--- config.mk ---
export PLATFORM = sky130hd
export DESIGN_NAME = smart_toilet_dispense_ctrl
export DESIGN_NICKNAME = d
export VERILOG_FILES = /design/src/rtl/smart_toilet_dispense_ctrl.sv
export SDC_FILE = /design/constraint.sdc
export NUM_CORES = 1
export LEC_CHECK = 0
export BUFFER_PORTS_ARGS = -buffer_cell sky130_fd_sc_hd__buf_2
export CORE_MARGIN = 2
export CORE_UTILIZATION = 36
export DETAILED_ROUTE_END_ITERATION = 10
export GPL_ROUTABILITY_DRIVEN = 0
export GPL_TIMING_DRIVEN = 0
export SETUP_SLACK_MARGIN = 0.05
export SLEW_MARGIN = 25
export SYNTH_ARGS = -nofsm -noshare
export SYNTH_HDL_FRONTEND = slang
export SYNTH_SLANG_ARGS = --single-unit
--- constraint.sdc ---
create_clock -name clk -period 5.15 [get_ports clk]
set_input_delay 0.2575 -clock clk [delete_from_list [all_inputs] [get_ports clk]]
set_output_delay 0.2575 -clock clk [all_outputs]
set_load 0.05 [all_outputs]
--- src/rtl/smart_toilet_dispense_ctrl.sv ---
// smart_toilet_dispense_ctrl
//   Timed valve sequencer for one assay run of the smart_toilet fluidic netlist:
//   DOSE12 (soln1+soln2) -> DOSE3 (soln3) -> HOLD (all closed) -> FLUSH.
//   Zero-length phases are skipped. Abort during a dose/hold phase diverts to FLUSH.
//   Optional feature macro: SMART_TOILET_PRESSURE_FAULT_EN (adds pressure_ok/fault
//   and a FAULT state that is left only via rst_n).
// Ports:
//   clk, rst_n                   clock, async active-low reset
//   start, abort                 host handshake requests
//   dose12/dose3/hold/flush_cyc  phase lengths, latched at start accept
//   valve_soln1..3, valve_flush  registered valve drives
//   busy, done, aborted          host status
//   run_count                    completed non-aborted runs (wraps)
module smart_toilet_dispense_ctrl #(
   parameter int unsigned CNT_W = 16,
   parameter int unsigned RUN_W = 8
) (
   input  logic             clk,
   input  logic             rst_n,
   input  logic             start,
   input  logic             abort,
   input  logic [CNT_W-1:0] dose12_cyc,
   input  logic [CNT_W-1:0] dose3_cyc,
   input  logic [CNT_W-1:0] hold_cyc,
   input  logic [CNT_W-1:0] flush_cyc,
`ifdef SMART_TOILET_PRESSURE_FAULT_EN
   input  logic             pressure_ok,
   output logic             fault,
`endif
   output logic             valve_soln1,
   output logic             valve_soln2,
   output logic             valve_soln3,
   output logic             valve_flush,
   output logic             busy,
   output logic             done,
   output logic             aborted,
   output logic [RUN_W-1:0] run_count
);

   // Encoding order matters: first_phase relies on DOSE12 < DOSE3 < HOLD < FLUSH.
   localparam logic [2:0] ST_IDLE   = 3'd0;
   localparam logic [2:0] ST_DOSE12 = 3'd1;
   localparam logic [2:0] ST_DOSE3  = 3'd2;
   localparam logic [2:0] ST_HOLD   = 3'd3;
   localparam logic [2:0] ST_FLUSH  = 3'd4;
`ifdef SMART_TOILET_PRESSURE_FAULT_EN
   localparam logic [2:0] ST_FAULT  = 3'd5;
`endif

   localparam logic [CNT_W-1:0] CNT_ONE = CNT_W'(1);
   localparam logic [RUN_W-1:0] RUN_ONE = RUN_W'(1);

   logic [2:0]       state_q, state_d, nxt;
   logic [CNT_W-1:0] cnt_q, cnt_d;
   logic [CNT_W-1:0] d12_q, d12_d, d3_q, d3_d, dh_q, dh_d, df_q, df_d;
   logic             done_q, done_d, aborted_q, aborted_d;
   logic [RUN_W-1:0] run_q, run_d;
   logic             v12_q, v3_q, vfl_q, busy_q;
`ifdef SMART_TOILET_PRESSURE_FAULT_EN
   logic [1:0]       lo_q, lo_d;
   logic             fault_q;
`endif

   // First phase strictly after 'after' whose length is nonzero; IDLE if none.
   function automatic logic [2:0] first_phase(input logic [2:0] after,
                                               input logic [CNT_W-1:0] a, b, c, d);
      first_phase = ST_IDLE;
      if (after < ST_FLUSH  && d != '0) first_phase = ST_FLUSH;
      if (after < ST_HOLD   && c != '0) first_phase = ST_HOLD;
      if (after < ST_DOSE3  && b != '0) first_phase = ST_DOSE3;
      if (after < ST_DOSE12 && a != '0) first_phase = ST_DOSE12;
   endfunction

   function automatic logic [CNT_W-1:0] phase_len(input logic [2:0] st,
                                                   input logic [CNT_W-1:0] a, b, c, d);
      case (st)
         ST_DOSE12: phase_len = a;
         ST_DOSE3:  phase_len = b;
         ST_HOLD:   phase_len = c;
         ST_FLUSH:  phase_len = d;
         default:   phase_len = CNT_ONE;
      endcase
   endfunction

   always_comb begin
      state_d   = state_q;
      cnt_d     = cnt_q;
      d12_d     = d12_q;
      d3_d      = d3_q;
      dh_d      = dh_q;
      df_d      = df_q;
      done_d    = 1'b0;
      aborted_d = aborted_q;
      run_d     = run_q;
      nxt       = ST_IDLE;
      case (state_q)
         ST_IDLE: begin
            // abort beats start in IDLE: no run begins
            if (start && !abort) begin
               d12_d     = dose12_cyc;
               d3_d      = dose3_cyc;
               dh_d      = hold_cyc;
               df_d      = flush_cyc;
               aborted_d = 1'b0;
               nxt       = first_phase(ST_IDLE, dose12_cyc, dose3_cyc, hold_cyc, flush_cyc);
               state_d   = nxt;
               if (nxt == ST_IDLE) begin
                  done_d = 1'b1;
                  run_d  = run_q + RUN_ONE;
                  cnt_d  = '0;
               end else begin
                  cnt_d = phase_len(nxt, dose12_cyc, dose3_cyc, hold_cyc, flush_cyc) - CNT_ONE;
               end
            end
         end
         ST_DOSE12, ST_DOSE3, ST_HOLD: begin
            if (abort) begin
               aborted_d = 1'b1;
               if (df_q != '0) begin
                  state_d = ST_FLUSH;
                  cnt_d   = df_q - CNT_ONE;
               end else begin
                  state_d = ST_IDLE;
                  cnt_d   = '0;
                  done_d  = 1'b1;
               end
            end else if (cnt_q == '0) begin
               nxt     = first_phase(state_q, d12_q, d3_q, dh_q, df_q);
               state_d = nxt;
               if (nxt == ST_IDLE) begin
                  done_d = 1'b1;
                  run_d  = run_q + RUN_ONE;
                  cnt_d  = '0;
               end else begin
                  cnt_d = phase_len(nxt, d12_q, d3_q, dh_q, df_q) - CNT_ONE;
               end
            end else begin
               cnt_d = cnt_q - CNT_ONE;
            end
         end
         ST_FLUSH: begin
            if (cnt_q == '0) begin
               state_d = ST_IDLE;
               done_d  = 1'b1;
               if (!aborted_q) run_d = run_q + RUN_ONE;
            end else begin
               cnt_d = cnt_q - CNT_ONE;
            end
         end
`ifdef SMART_TOILET_PRESSURE_FAULT_EN
         ST_FAULT: ;
`endif
         default: begin
            state_d = ST_IDLE;
            cnt_d   = '0;
         end
      endcase

`ifdef SMART_TOILET_PRESSURE_FAULT_EN
      // Four consecutive low samples inside a dose phase latch FAULT; it overrides
      // any abort/advance decided above.
      lo_d = '0;
      if ((state_q == ST_DOSE12 || state_q == ST_DOSE3) && !pressure_ok) begin
         if (lo_q == 2'd3) begin
            state_d   = ST_FAULT;
            cnt_d     = '0;
            done_d    = 1'b0;
            run_d     = run_q;
            aborted_d = aborted_q;
         end else begin
            lo_d = lo_q + 2'd1;
         end
      end
      if (state_d != state_q) lo_d = '0;
`endif
   end

   always_ff @(posedge clk or negedge rst_n) begin
      if (!rst_n) begin
         state_q   <= ST_IDLE;
         cnt_q     <= '0;
         d12_q     <= '0;
         d3_q      <= '0;
         dh_q      <= '0;
         df_q      <= '0;
         done_q    <= 1'b0;
         aborted_q <= 1'b0;
         run_q     <= '0;
         v12_q     <= 1'b0;
         v3_q      <= 1'b0;
         vfl_q     <= 1'b0;
         busy_q    <= 1'b0;
`ifdef SMART_TOILET_PRESSURE_FAULT_EN
         lo_q      <= '0;
         fault_q   <= 1'b0;
`endif
      end else begin
         state_q   <= state_d;
         cnt_q     <= cnt_d;
         d12_q     <= d12_d;
         d3_q      <= d3_d;
         dh_q      <= dh_d;
         df_q      <= df_d;
         done_q    <= done_d;
         aborted_q <= aborted_d;
         run_q     <= run_d;
         // Outputs decoded from next state so valves switch on the state edge.
         v12_q     <= (state_d == ST_DOSE12);
         v3_q      <= (state_d == ST_DOSE3);
         vfl_q     <= (state_d == ST_FLUSH);
         busy_q    <= (state_d != ST_IDLE);
`ifdef SMART_TOILET_PRESSURE_FAULT_EN
         lo_q      <= lo_d;
         fault_q   <= (state_d == ST_FAULT);
`endif
      end
   end

   assign valve_soln1 = v12_q;
   assign valve_soln2 = v12_q;
   assign valve_soln3 = v3_q;
   assign valve_flush = vfl_q;
   assign busy        = busy_q;
   assign done        = done_q;
   assign aborted     = aborted_q;
   assign run_count   = run_q;
`ifdef SMART_TOILET_PRESSURE_FAULT_EN
   assign fault       = fault_q;
`endif

endmodule

======== Word-level counts from Yosys, hierarchy flattened ========
Cells that the tools add are included.
Widths: inputs -> output; s select.
word-level totals
  word-level logic and storage cells ...... 127
  output and inout bits ................... 15
  register bits after elaboration ......... 97
  bits of input ports ..................... 68
cells by class
  reduce and logical (&&, ||, !) cells .... 26
  mux-type cells .......................... 55
  $lt $le $gt $ge ......................... 4
  eq/ne operators ......................... 24
  $add $sub $neg .......................... 5
operators with widths
  kind                   number
  $mux 16                14
  $pmux 16 s4            2
  $reduce_bool 16->1     8
  $sub 16x1->16 const B  4
  $mux 8                 7
  $mux 3                 18
  $pmux 16 s3            1
  $pmux 8 s3             1
  $eq 3x2->1 const B     7
  $ne 2x2->1 const B     9
  $logic_not 16->1       1
  $eq 3x1->1 const B     4
  $eq 3x3->1 const B     4
  $logic_not 3->1        3
  $mux 1                 9
  $pmux 3 s3             1
  $add 8x1->8 const B    1
  $reduce_and 8->1       1
  $lt 3x2->1 const B     2
  $reduce_bool 3->1      2
  $logic_and 1x1->1      5
  $reduce_and 2->1       2
  $lt 3x1->1 const B     1
  $lt 3x3->1 const B     1
  6 further kinds        6

======== Logic depth before layout (Yosys ltp) ========
Gate-level depths: netlist (run 1).
  depth after elaboration ................. 20
  gate-level depth with buffers ........... 14
  mapped depth without buffers ............ 14

======== Least setup slack after synthesis (run 1) ========
No wires, ideal clock.
  path type ............................... register to register
  start point ............................. register d3_q[3]
  end point ............................... register cnt_q[4]
  clock period less this slack ............ 3310 ps
  data required time ...................... 5067 ps
  setup time .............................. 83 ps
  stages on the path, launching flop included .. 12
  setup slack ............................. 1840 ps
  data arrival time ....................... 3227 ps
  path buffers ............................ 1
  cells stage by stage .................... dfrtp_1 -> or4_1 -> o41ai_1 -> buf_2 -> o21ai_0 -> o22ai_1 -> ha_1 -> nand3_1 -> or4b_1 -> a211oi_1 -> nor3_1 -> o21ai_0
on the way
  cells in the longest elaborated chain, start to end .. 18
  elaborated cells on any way between the ends .. 22
  classes of those cells .................. add/sub (1); eq/ne (4); mux (14); reduce/logical (3)
ends and longest elaborated chain
  what                                line  source
  start, declared                     55    logic [CNT_W-1:0] d12_q, d12_d, d3_q, d3_d, dh_q, dh_d, df_q, df_d;
  start signal, assigned              183   d3_q <= '0;
  start signal, assigned              201   d3_q <= d3_d;
  $reduce_bool 16->1                  70    if (after < ST_DOSE3 && b != '0) first_phase = ST_DOSE3;
  $logic_and 1x1->1                   70
  $mux 3                              70
  $mux 3                              71    if (after < ST_DOSE12 && a != '0) first_phase = ST_DOSE12;
  $mux 3                              127   end else if (cnt_q == '0) begin
  $mux 3                              117   if (abort) begin
  $mux 3                              96    case (state_q)
  $eq 3x3->1 (tied with other cells)  76    case (st)
  [... 2 more ...]                    -
  $mux 16                             127
  $mux 16                             117
  $mux 16                             96
  $sub 16x1->16                       135   cnt_d = phase_len(nxt, d12_q, d3_q, dh_q, df_q) - CNT_ONE;
  $mux 16 *                           130   if (nxt == ST_IDLE) begin
  $mux 16 *                           127
  $mux 16 *                           117
  $pmux 16 s3 *                       96
  end signal, assigned                199   cnt_q <= cnt_d;
  end, declared                       54    logic [CNT_W-1:0] cnt_q, cnt_d;
Every way passes the cells marked *; elsewhere a longest branch is shown, timed or not. The select of a mux whose other input is x is not followed.
A chain may end at the register's enable or synchronous reset.

======== Final worst setup path (run 1) ========
  start point ............................. register d12_q[11]
  end point ............................... register cnt_q[10]
on the way
  cells in the longest elaborated chain, start to end .. 17
  elaborated cells on any way between the ends .. 21
  classes of those cells .................. add/sub (1); eq/ne (4); mux (13); reduce/logical (3)
ends and longest elaborated chain
  what                                line  source
  start, declared                     55
  start signal, assigned              182   d12_q <= '0;
  start signal, assigned              200   d12_q <= d12_d;
  $reduce_bool 16->1 *                71
  $logic_and 1x1->1 *                 71
  $mux 3 *                            71
  $mux 3 *                            127
  $mux 3 *                            117
  $mux 3 *                            96
  $eq 3x3->1 (tied with other cells)  76
  $pmux 16 s4                         76
  $mux 16                             130
  $mux 16                             127
  $mux 16                             117
  $mux 16                             96
  $sub 16x1->16                       135
  $mux 16 *                           130
  $mux 16 *                           127
  $mux 16 *                           117
  $pmux 16 s3 *                       96
Marked as above.

==> flow_metrics.tcl, run 1 <==
set metrics [dict create \
    yosysSeqAreaShare_pct 36.1 \
    met2_length_um 11200 \
    postSynthAreaPerCell_um2 7.87 \
    r2r_setup_slack_ps 420 \
    holdPathStages 3 \
    antenna_found_initial 0 \
    p_clk_share_pct 15.8 \
    postCtsSetupBuffers 0 \
    cts.sinks 97 \
    clk_latency_ps 370 \
    nNetsFinal 1021 \
    fmax_ghz 0.211 \
    clock-skew-final_ps 14.6 \
    multiInputGateArea_um2 4060 \
    num-fill-cells 1892 \
    ys_warn_count 0 \
    grt_pass1_wl_um 40400 \
    synth_top_area_share_pct 36.1 \
    cts_tree "done" \
    synthXorXnorAreaFrac_pct 5.22 \
    synth_mux_area_share_pct 1.53 \
    setup_slack_ps 419 \
    rows 49 \
    min_path_type "input pin to flip-flop" \
    pwr-share-comb_pct 50.9 \
    hold_violations 0 \
    grt_use_total_pct 26.6 \
    htree_levels 3 \
    ys.flop_type "dfrtp_1" \
    clkSlewWorstSetupHoldPaths_ps 70 \
    diodes 0 \
    final.period_utilization_pct 91.9 \
    path_class "flip-flop to flip-flop" \
    r2r_cells 12 \
    wl_met1_um 11800 \
    ys_types 79 \
    core-area_um2 18100 \
    slew_violations 0 \
    syn_nets 927 \
    clock_path_buffers 2 \
    p_seq_share_pct 33.3 \
    routed_wirelength_um 26300 \
    yosys.area_share.adder_pct 0.931 \
    cts-root-buf "clkbuf_16" \
    status "finished clean" \
    timing.rr.end "cnt_q[10]" \
    synth_area_um2 6720 \
    crit_path_start_kind "flip-flop" \
    synth_top_family_by_area "simple AND/OR/NAND/NOR gates" \
    wl_per_cell_um 22.2 \
    ir_drop_v 0.000208 \
    grt_max_degree 56 \
    drt-vias-per-instance 6.23 \
    setup_viol 0 \
    grt-ovfl-total 0 \
    yosysMostFrequentCell "nand2_1" \
    drc 0 \
    p_int_mw 2.26 \
    rsz0062_at_grt "no" \
    syn_inst 854 \
    first_iter_violations 1067 \
    crit_path_end_kind "flip-flop" \
    final_layout_size_suffix_gt1_share_pct 13.2 \
    synthTopCellsByArea "dfrtp_1 36%, nand2_1 13%, xnor2_1 3.5%" \
    grt_pass1_vias 6934 \
    synth_edf_count 0 \
    io_pins 83 \
    cp.arrival_ps 4960 \
    top_layer "met4" \
    syn2layout_area_growth_pct 15.5 \
    reg2reg_from "d12_q[11]" \
    switching_share_pct 48.6 \
    hp-start "dose12_cyc[4]" \
    critPathMaxFanout 10 \
    fp.dieH_um 141 \
    netlist_top_cells_count "227 x nand2_1, 97 x dfrtp_1, 61 x nor2_1, 46 x o21ai_0, 34 x a21oi_1" \
    numPortBuffers 81 \
    cp.required_ps 5380 \
    synth-compound-area-share_pct 23.2 \
    synth-seq-cells 97 \
    synth_area_leader_cell "dfrtp_1" \
    seqCellArea_um2 2430 \
    p_leak_nw 3.36 \
    firstDrtPassIters 6 \
    vias 7358 \
    layout_min_cycle_time_ps 4730 \
    max_slew_margin_pct 32.5 \
    p_switching_mw 2.13 \
    met3_wirelength_um 2390 \
    dp_hpwl_um 20700 \
    yosys.area_share.simple_pct 29.4 \
    dieArea_um2 19800 \
    synthArstFlopShare_pct 100 \
    ant_nets 0 \
    die_w_um 141 \
    hold-path-endpoint "d12_q[4]" \
    tns_ps 0 \
    worst_pin_slew_ps 1010 \
    dp_slack_ps 780 \
    whs_ps 130 \
    cts_made_buffers 9 \
    start_util_pct 37.0 \
    cap_viol_max_count 0 \
    power_density_nw_per_um2 566 \
]
-- cells in the final DEF, fill, tap and decap left out, drive strengths merged, types with 11 or more instances in the layout --
| cell | n |
|---|---|
| nand2 | 227 |
| nand3 | 13 |
| buf | 93 |
| a211oi | 11 |
| o21ai | 50 |
| dfrtp | 97 |
| clkbuf | 38 |
| xor2 | 13 |
| xnor2 | 27 |
| o22ai | 17 |
| inv | 18 |
| nor3 | 28 |
| a21oi | 34 |
| nor2 | 61 |
| nor4 | 30 |
| nand4 | 15 |
-- what timing repair did --
item,CTS,global route
hold endpoints to repair,42,0
hold buffers,1,0
gates resized for setup,0,0
-- worst max path at each step --
| stage | endpoint | slack [ps] | start |
|---|---|---|---|
| finish | cnt_q[10] | 420 | d12_q[11] |
| CTS | cnt_q[10] | 680 | d12_q[11] |
| global route | cnt_q[10] | 160 | d12_q[11] |
| floorplan | cnt_q[4] | 1840 | d3_q[3] |
| detailed placement | cnt_q[10] | 780 | d12_q[11] |
| global placement | cnt_q[10] | 780 | d12_q[11] |
-- state kept, by name, summed over array words and instances (netlist names), 3 cells and up --
| signal | cells |
|---|---|
| d3_q | 16 |
| dh_q | 16 |
| d12_q | 16 |
| state_q | 3 |
| df_q | 16 |
| cnt_q | 16 |
| run_count | 8 |
-- power groups by stage --
stage	combinational (mW)	clock [mW]	sequential (mW)
6_report	2.24	0.693	1.46
5_1_grt	2.42	0.728	1.50
4_1_cts	2.18	0.698	1.45
3_5_place_dp	2.18	0	1.46
3_3_place_gp	2.15	0	1.46
2_1_floorplan	1.47	0	1.43
-- cell families after synthesis --
kind of cell / after synthesis
XOR/XNOR: 40
AND/OR/NAND/NOR: 426
flip-flops: 97
multiplexers: 10
buffers and inverters: 56
adder cells (fa/ha/maj): 5
AO/OA/AOI/OAI: 220
-- metal layers --
metal,global-route usage (%),vias to the layer above
met5,0,-
met4,10.1,0
met3,5.23,70
met2,39.3,399
met1,38.7,3549
li1,-,3340
-- cell type report --
class / count / share of cell area [%]
plain buffers: 37 / 2.16
clock buffers: 12 / 3.05
clock inverters: 4 / 0.694
inverters: 19 / 0.920
multi-input cells: 701 / 52.4
flip-flops and latches: 97 / 31.3
well taps: 229 / 3.69
repair buffers: 83 / 5.79
-- worst max-delay path, cell delays in order (launching register included) --
cell,delay (ps)
dfrtp_1,410
nor4_1,660
nand4_1,300
nand2_1,370
clkbuf_1,550
o21ai_0,210
o22ai_1,470
ha_1,290
nand3_1,180
nor4_2,640
xnor2_1,210
a2bb2oi_1,200
o211ai_1,110
-- through the flow --
stage,power (mW),util (%),instance area (µm²),instances
2_1_floorplan,2.90,-,6720,854
3_3_place_gp,3.60,40.8,7410,1164
3_5_place_dp,3.64,41.1,7450,1165
4_1_cts,4.33,42.7,7750,1182
5_1_grt,4.65,42.7,7760,1182
6_report,4.39,42.7,7760,1182
(Power assumes the default switching activity.)
==> run 2, diff against run 1 <==
--- a/config.mk
+++ b/config.mk
@@ -11,6 +11,7 @@
 export DETAILED_ROUTE_END_ITERATION = 10
 export GPL_ROUTABILITY_DRIVEN = 0
 export GPL_TIMING_DRIVEN = 0
+export RECOVER_POWER = 100
 export SETUP_SLACK_MARGIN = 0.05
 export SLEW_MARGIN = 25
 export SYNTH_ARGS = -nofsm -noshare
==> run 2 against run 1 <==
Net effect:
- critical path depth unchanged
- largest power group unchanged
- the flow now finishes with violations (capacitance limit, slew limit)
- clock-buffer cell count unchanged
- global-route usage unchanged
- register-to-register slack worse by 50 ps
- setup slack worse by 48 ps
- sequential cell count unchanged
- clock skew down 0.65 ps
- final area down 0.82%
==> flow_metrics.tcl, run 2 (same netlist as run 1, synthesis figures left out) <==
set metrics [dict create \
    vias 7325 \
    p_leak_nw 3.28 \
    p_int_mw 2.24 \
    firstDrtPassIters 5 \
    cap_viol_max_count 1 \
    grt_max_degree 56 \
    p_switching_mw 2.12 \
    place_inst 1165 \
    clk_latency_ps 370 \
    post_cts_resized 0 \
    switching_share_pct 48.7 \
    layout_commonest_cell "nand2_1" \
    routed_wirelength_um 26300 \
    numPortBuffers 81 \
    clock-skew-final_ps 13.9 \
    grt_pass1_wl_um 40400 \
    violations "capacitance limit, slew limit" \
    path_class "flip-flop to flip-flop" \
    nNetsFinal 1021 \
    drc 0 \
    final.period_utilization_pct 92.8 \
    met2_length_um 11300 \
    top_layer "met4" \
    p_seq_share_pct 33.6 \
    grt_pass1_vias 6934 \
    critPathMaxFanout 10 \
    setup_slack_ps 371 \
    cts_tree "done" \
    dieArea_um2 19800 \
    clkSlewWorstSetupHoldPaths_ps 70 \
    grt-ovfl-total 0 \
    crit_path_start_kind "flip-flop" \
    ant_nets 0 \
    power_density_nw_per_um2 567 \
    p_clk_share_pct 15.8 \
    dp_slack_ps 780 \
    syn2layout_area_growth_pct 14.5 \
    final_layout_size_suffix_gt1_share_pct 11.2 \
    cts.sinks 97 \
    drt-vias-per-instance 6.20 \
    met3_wirelength_um 2580 \
    tns_ps 0 \
    path_cells "nor4_1 > nand4_1 > nand2_1 > clkbuf_1 > o21ai_0 > o22ai_1 > ha_1 > nand3_1 > nor4_2 > xnor2_1 > a2bb2oi_1 > o211ai_1" \
    fmax_ghz 0.209 \
    crit_path_max_incr_delay_ps 690 \
    cts-root-buf "clkbuf_16" \
    cts_made_buffers 9 \
    core-area_um2 18100 \
    min_path_type "input pin to flip-flop" \
    antenna_found_initial 0 \
    slew_violations 44 \
    grt_use_total_pct 26.6 \
    hold_violations 0 \
    htree_levels 3 \
    wl_met1_um 11600 \
    first_iter_violations 1058 \
    ir_drop_v 0.000208 \
    pwr-share-comb_pct 50.6 \
    io_pins 83 \
    finalNonFillerCells 1182 \
    rows 49 \
    cp.required_ps 5380 \
    fp.dieH_um 141 \
    layout_min_cycle_time_ps 4780 \
    final_cell_mix "227 x nand2_1, 97 x dfrtp_1, 68 x buf_2" \
    die_w_um 141 \
    start_util_pct 37.0 \
    cp.arrival_ps 5010 \
    wl_per_cell_um 22.3 \
    diodes 0 \
    status "finished with violations" \
    rsz0062_at_grt "no" \
    max_slew_margin_pct -58.2 \
    clock_path_buffers 2 \
    crit_path_end_kind "flip-flop" \
    dp_hpwl_um 20700 \
    worst_pin_slew_ps 2370 \
    setup_viol 0 \
    slowest_stage "nor4_1" \
]
## run 2: cell count changes in the layout (fill, tap and decap cells not counted), sizes merged
| cell | previous run | this run |
|---|---|---|
| buf | 93 | 74 |
| clkbuf | 38 | 57 |
## run 2: final cells by class
| type | instances | area [µm²] |
|---|---|---|
| Multi-Input combinational cell | 701 | 4050 |
| Sequential cell | 97 | 2430 |
| Buffer | 37 | 165 |
| Timing Repair Buffer | 83 | 400 |
| Fill cell | 1907 | 10500 |
| Clock buffer | 12 | 236 |
| Inverter | 19 | 71.3 |
| Tap cell | 229 | 287 |
| Clock inverter | 4 | 53.8 |
## run 2: power groups by stage
| stage | sequential (mW) | combinational (mW) | clock (mW) |
|---|---|---|---|
| 3_5_place_dp | 1.46 | 2.18 | 0 |
| 2_1_floorplan | 1.43 | 1.47 | 0 |
| 4_1_cts | 1.45 | 2.18 | 0.698 |
| 3_3_place_gp | 1.46 | 2.15 | 0 |
| 5_1_grt | 1.50 | 2.39 | 0.728 |
| 6_report | 1.46 | 2.20 | 0.691 |
## run 2: worst max-delay path, delay by kind of cell, from the launching register on
| kind | cells | cell delay (ps) |
|---|---|---|
| fa+ha+maj | 1 | 290 |
| flops | 1 | 410 |
| buf+inv | 1 | 550 |
| simple gates | 5 | 2170 |
| xor+xnor | 1 | 210 |
| compound gates | 4 | 990 |
## run 2: per-layer routing
layer  global-route usage (%)  vias to the layer above
met2                     39.3                      408
met4                     10.1                        0
met1                     38.7                     3518
met3                     5.23                       64
li1                         -                     3335
met5                        0                        -
## run 2: per-stage QoR
stage / util (%) / area [µm²] / hold slack (ps) / power, mW
floorplan: - / 6720 / -38.1 / 2.90
global placement: 40.8 / 7410 / 460 / 3.60
detailed placement: 41.1 / 7450 / 213 / 3.64
CTS: 42.7 / 7750 / 124 / 4.33
global route: 42.4 / 7690 / 153 / 4.62
finish: 42.4 / 7690 / 128 / 4.36
## run 2: final timing paths
check | startpoint | end | slack [ps] | cells past startpoint
max | d12_q[11] | cnt_q[10] | 370 | 12
min | dose12_cyc[4] | d12_q[4] | 130 | 3
max reg2reg | d12_q[11] | cnt_q[10] | 370 | 12
min reg2reg | run_count[7] | run_count[7] | 470 | 1
max in group asynchronous | rst_n | run_count[7] | 1550 | 3
min in group asynchronous | rst_n | dh_q[13] | 1160 | 2
## run 2: what timing repair did
| action | CTS | global route |
|---|---|---|
| hold buffers | 1 | 0 |
| hold endpoints to repair | 42 | 0 |
| buffers inserted | 0 | 0 |
| endpoints found under the setup margin | 0 | 0 |
==> run 3, diff against run 2 <==
==> constraint.sdc (replaced) <==
create_clock -name clk -period 5.9 [get_ports clk]
set_input_delay 0.295 -clock clk [delete_from_list [all_inputs] [get_ports clk]]
set_output_delay 0.295 -clock clk [all_outputs]
set_load 0.05 [all_outputs]
==> run 3 against run 2 <==
Net effect:
- the flow still finishes with violations (capacitance limit, slew limit)
- worst hold slack gained 43 ps
- global-route usage is the same
- largest cell class unchanged
- highest routed layer unchanged
- sequential power shrank 12%
- non-clock buffer count unchanged
- setup slack improved by 280 ps
- via count barely moved
- clock power is 13% lower
==> flow_metrics.tcl, run 3 (same netlist as run 1, synthesis figures left out) <==
set metrics [dict create \
    status "finished with violations" \
    violations "capacitance limit, slew limit" \
    rows 49 \
    syn2layout_area_growth_pct 15.0 \
    crit_path_max_incr_delay_ps 1330 \
    path_class "flip-flop to flip-flop" \
    numPortBuffers 81 \
    post_cts_resized 0 \
    wl_per_cell_um 22.2 \
    placed_area_um2 7450 \
    p_switching_mw 1.86 \
    fmax_ghz 0.191 \
    finalNonFillerCells 1182 \
    crit_path_end_kind "flip-flop" \
    cts_made_buffers 9 \
    tns_ps 0 \
    num-fill-cells 1900 \
    p_int_mw 1.96 \
    setup_viol 0 \
    worst_pin_slew_ps 2480 \
    grt_pass1_wl_um 40400 \
    crit_family "simple AND/OR/NAND/NOR gates" \
    final_layout_size_suffix_gt1_share_pct 11.4 \
    cts-root-buf "clkbuf_16" \
    nNetsFinal 1021 \
    fp.dieH_um 141 \
    ir_drop_v 0.000181 \
    setup_slack_ps 655 \
    drc 0 \
    hold_violations 0 \
    rsz0062_at_grt "no" \
    vias 7319 \
    max_slew_margin_pct -65.4 \
    cts.sinks 97 \
    dieArea_um2 19800 \
    dp_hpwl_um 20700 \
    switching_share_pct 48.7 \
    clock-skew-final_ps 16.0 \
    p_seq_share_pct 33.4 \
    antenna_found_initial 0 \
    io_pins 83 \
    routed_wirelength_um 26300 \
    layout_commonest_cell "nand2_1" \
    clock_path_buffers 2 \
    final.period_utilization_pct 88.9 \
    path_buf_inv 2 \
    layout_min_cycle_time_ps 5250 \
    slowest_stage "nor3_1" \
    fin_area_um2 7720 \
    pwr-share-comb_pct 50.8 \
    ant_nets 0 \
    whs_ps 171 \
    critPathMaxFanout 10 \
    place_inst 1165 \
    firstDrtPassIters 5 \
    p_leak_nw 3.30 \
    grt_max_degree 56 \
    crit_path_start_kind "flip-flop" \
    htree_levels 3 \
    final_cell_mix "227 x nand2_1, 97 x dfrtp_1, 70 x buf_2" \
    slew_violations 54 \
    path_cells "buf_2 > nor3_1 > nand2_1 > clkbuf_1 > o22ai_1 > ha_1 > nand3_1 > nor4_2 > xnor2_1 > a2bb2oi_1 > o211ai_1" \
    cp.arrival_ps 5470 \
    cap_viol_max_count 2 \
    drt-vias-per-instance 6.19 \
    die_w_um 141 \
    cp.required_ps 6130 \
    clkSlewWorstSetupHoldPaths_ps 70 \
    first_iter_violations 958 \
    start_util_pct 37.0 \
    core-area_um2 18100 \
    clk_latency_ps 370 \
    power_density_nw_per_um2 495 \
    dp_slack_ps 1530 \
    grt_use_total_pct 26.6 \
    grt_pass1_vias 6934 \
    diodes 0 \
    grt-ovfl-total 0 \
    p_clk_share_pct 15.8 \
    min_path_type "input pin to flip-flop" \
    cts_tree "done" \
]
[run 3: cell types whose count changed in the layout (fill, tap and decap cells not counted), sizes merged]
| cell | delta |
|---|---|
| buf | +3 |
| clkbuf | -3 |
[run 3: worst paths after layout]
kind / startpoint / end / slack [ps] / cells after the start
max: state_q[1] / cnt_q[10] / 650 / 11
min: dose12_cyc[4] / d12_q[4] / 170 / 3
max reg2reg: state_q[1] / cnt_q[10] / 650 / 11
min reg2reg: run_count[7] / run_count[7] / 470 / 1
max in group asynchronous: rst_n / cnt_q[1] / 3230 / 2
min in group asynchronous: rst_n / dh_q[13] / 1240 / 2
[run 3: worst min-delay path: stages]
cell and delay, ps:
buf_2 110, nand2_1 50, nand2_1 50
[run 3: power groups by stage]
stage / logic, mW / clock network (mW) / registers (mW)
after detailed placement: 1.90 / 0 / 1.27
final: 1.94 / 0.603 / 1.28
after global routing: 2.10 / 0.635 / 1.31
after floorplan: 1.29 / 0 / 1.25
after global placement: 1.88 / 0 / 1.27
after CTS: 1.91 / 0.609 / 1.27
[run 3: final cells by class]
type                            count  area, µm²  area share [%]
Multi-Input combinational cell    701       4060            52.5
Clock buffer                       12        236            3.06
Tap cell                          229        287            3.71
Sequential cell                    97       2430            31.4
Clock inverter                      4       53.8           0.696
Timing Repair Buffer               83        423            5.47
Inverter                           19       71.3           0.923
Buffer                             37        168            2.17
[run 3: routing by layer]
layer / wire [µm] / global-route usage, %
met3: 2500 / 5.23
met5: 0 / 0
met4: 820 / 10.1
met1: 11700 / 38.7
met2: 11200 / 39.3
[run 3: stage by stage]
stage | util [%] | power, mW
finish | 42.6 | 3.82
global route | 42.6 | 4.05
CTS | 42.7 | 3.78
detailed placement | 41.1 | 3.17
global placement | 40.8 | 3.15
floorplan | - | 2.53
[run 3: what timing repair did]
item,4_1_cts,5_1_grt
endpoints found under the hold margin,42,0
hold buffers,1,0
buffers inserted,0,0
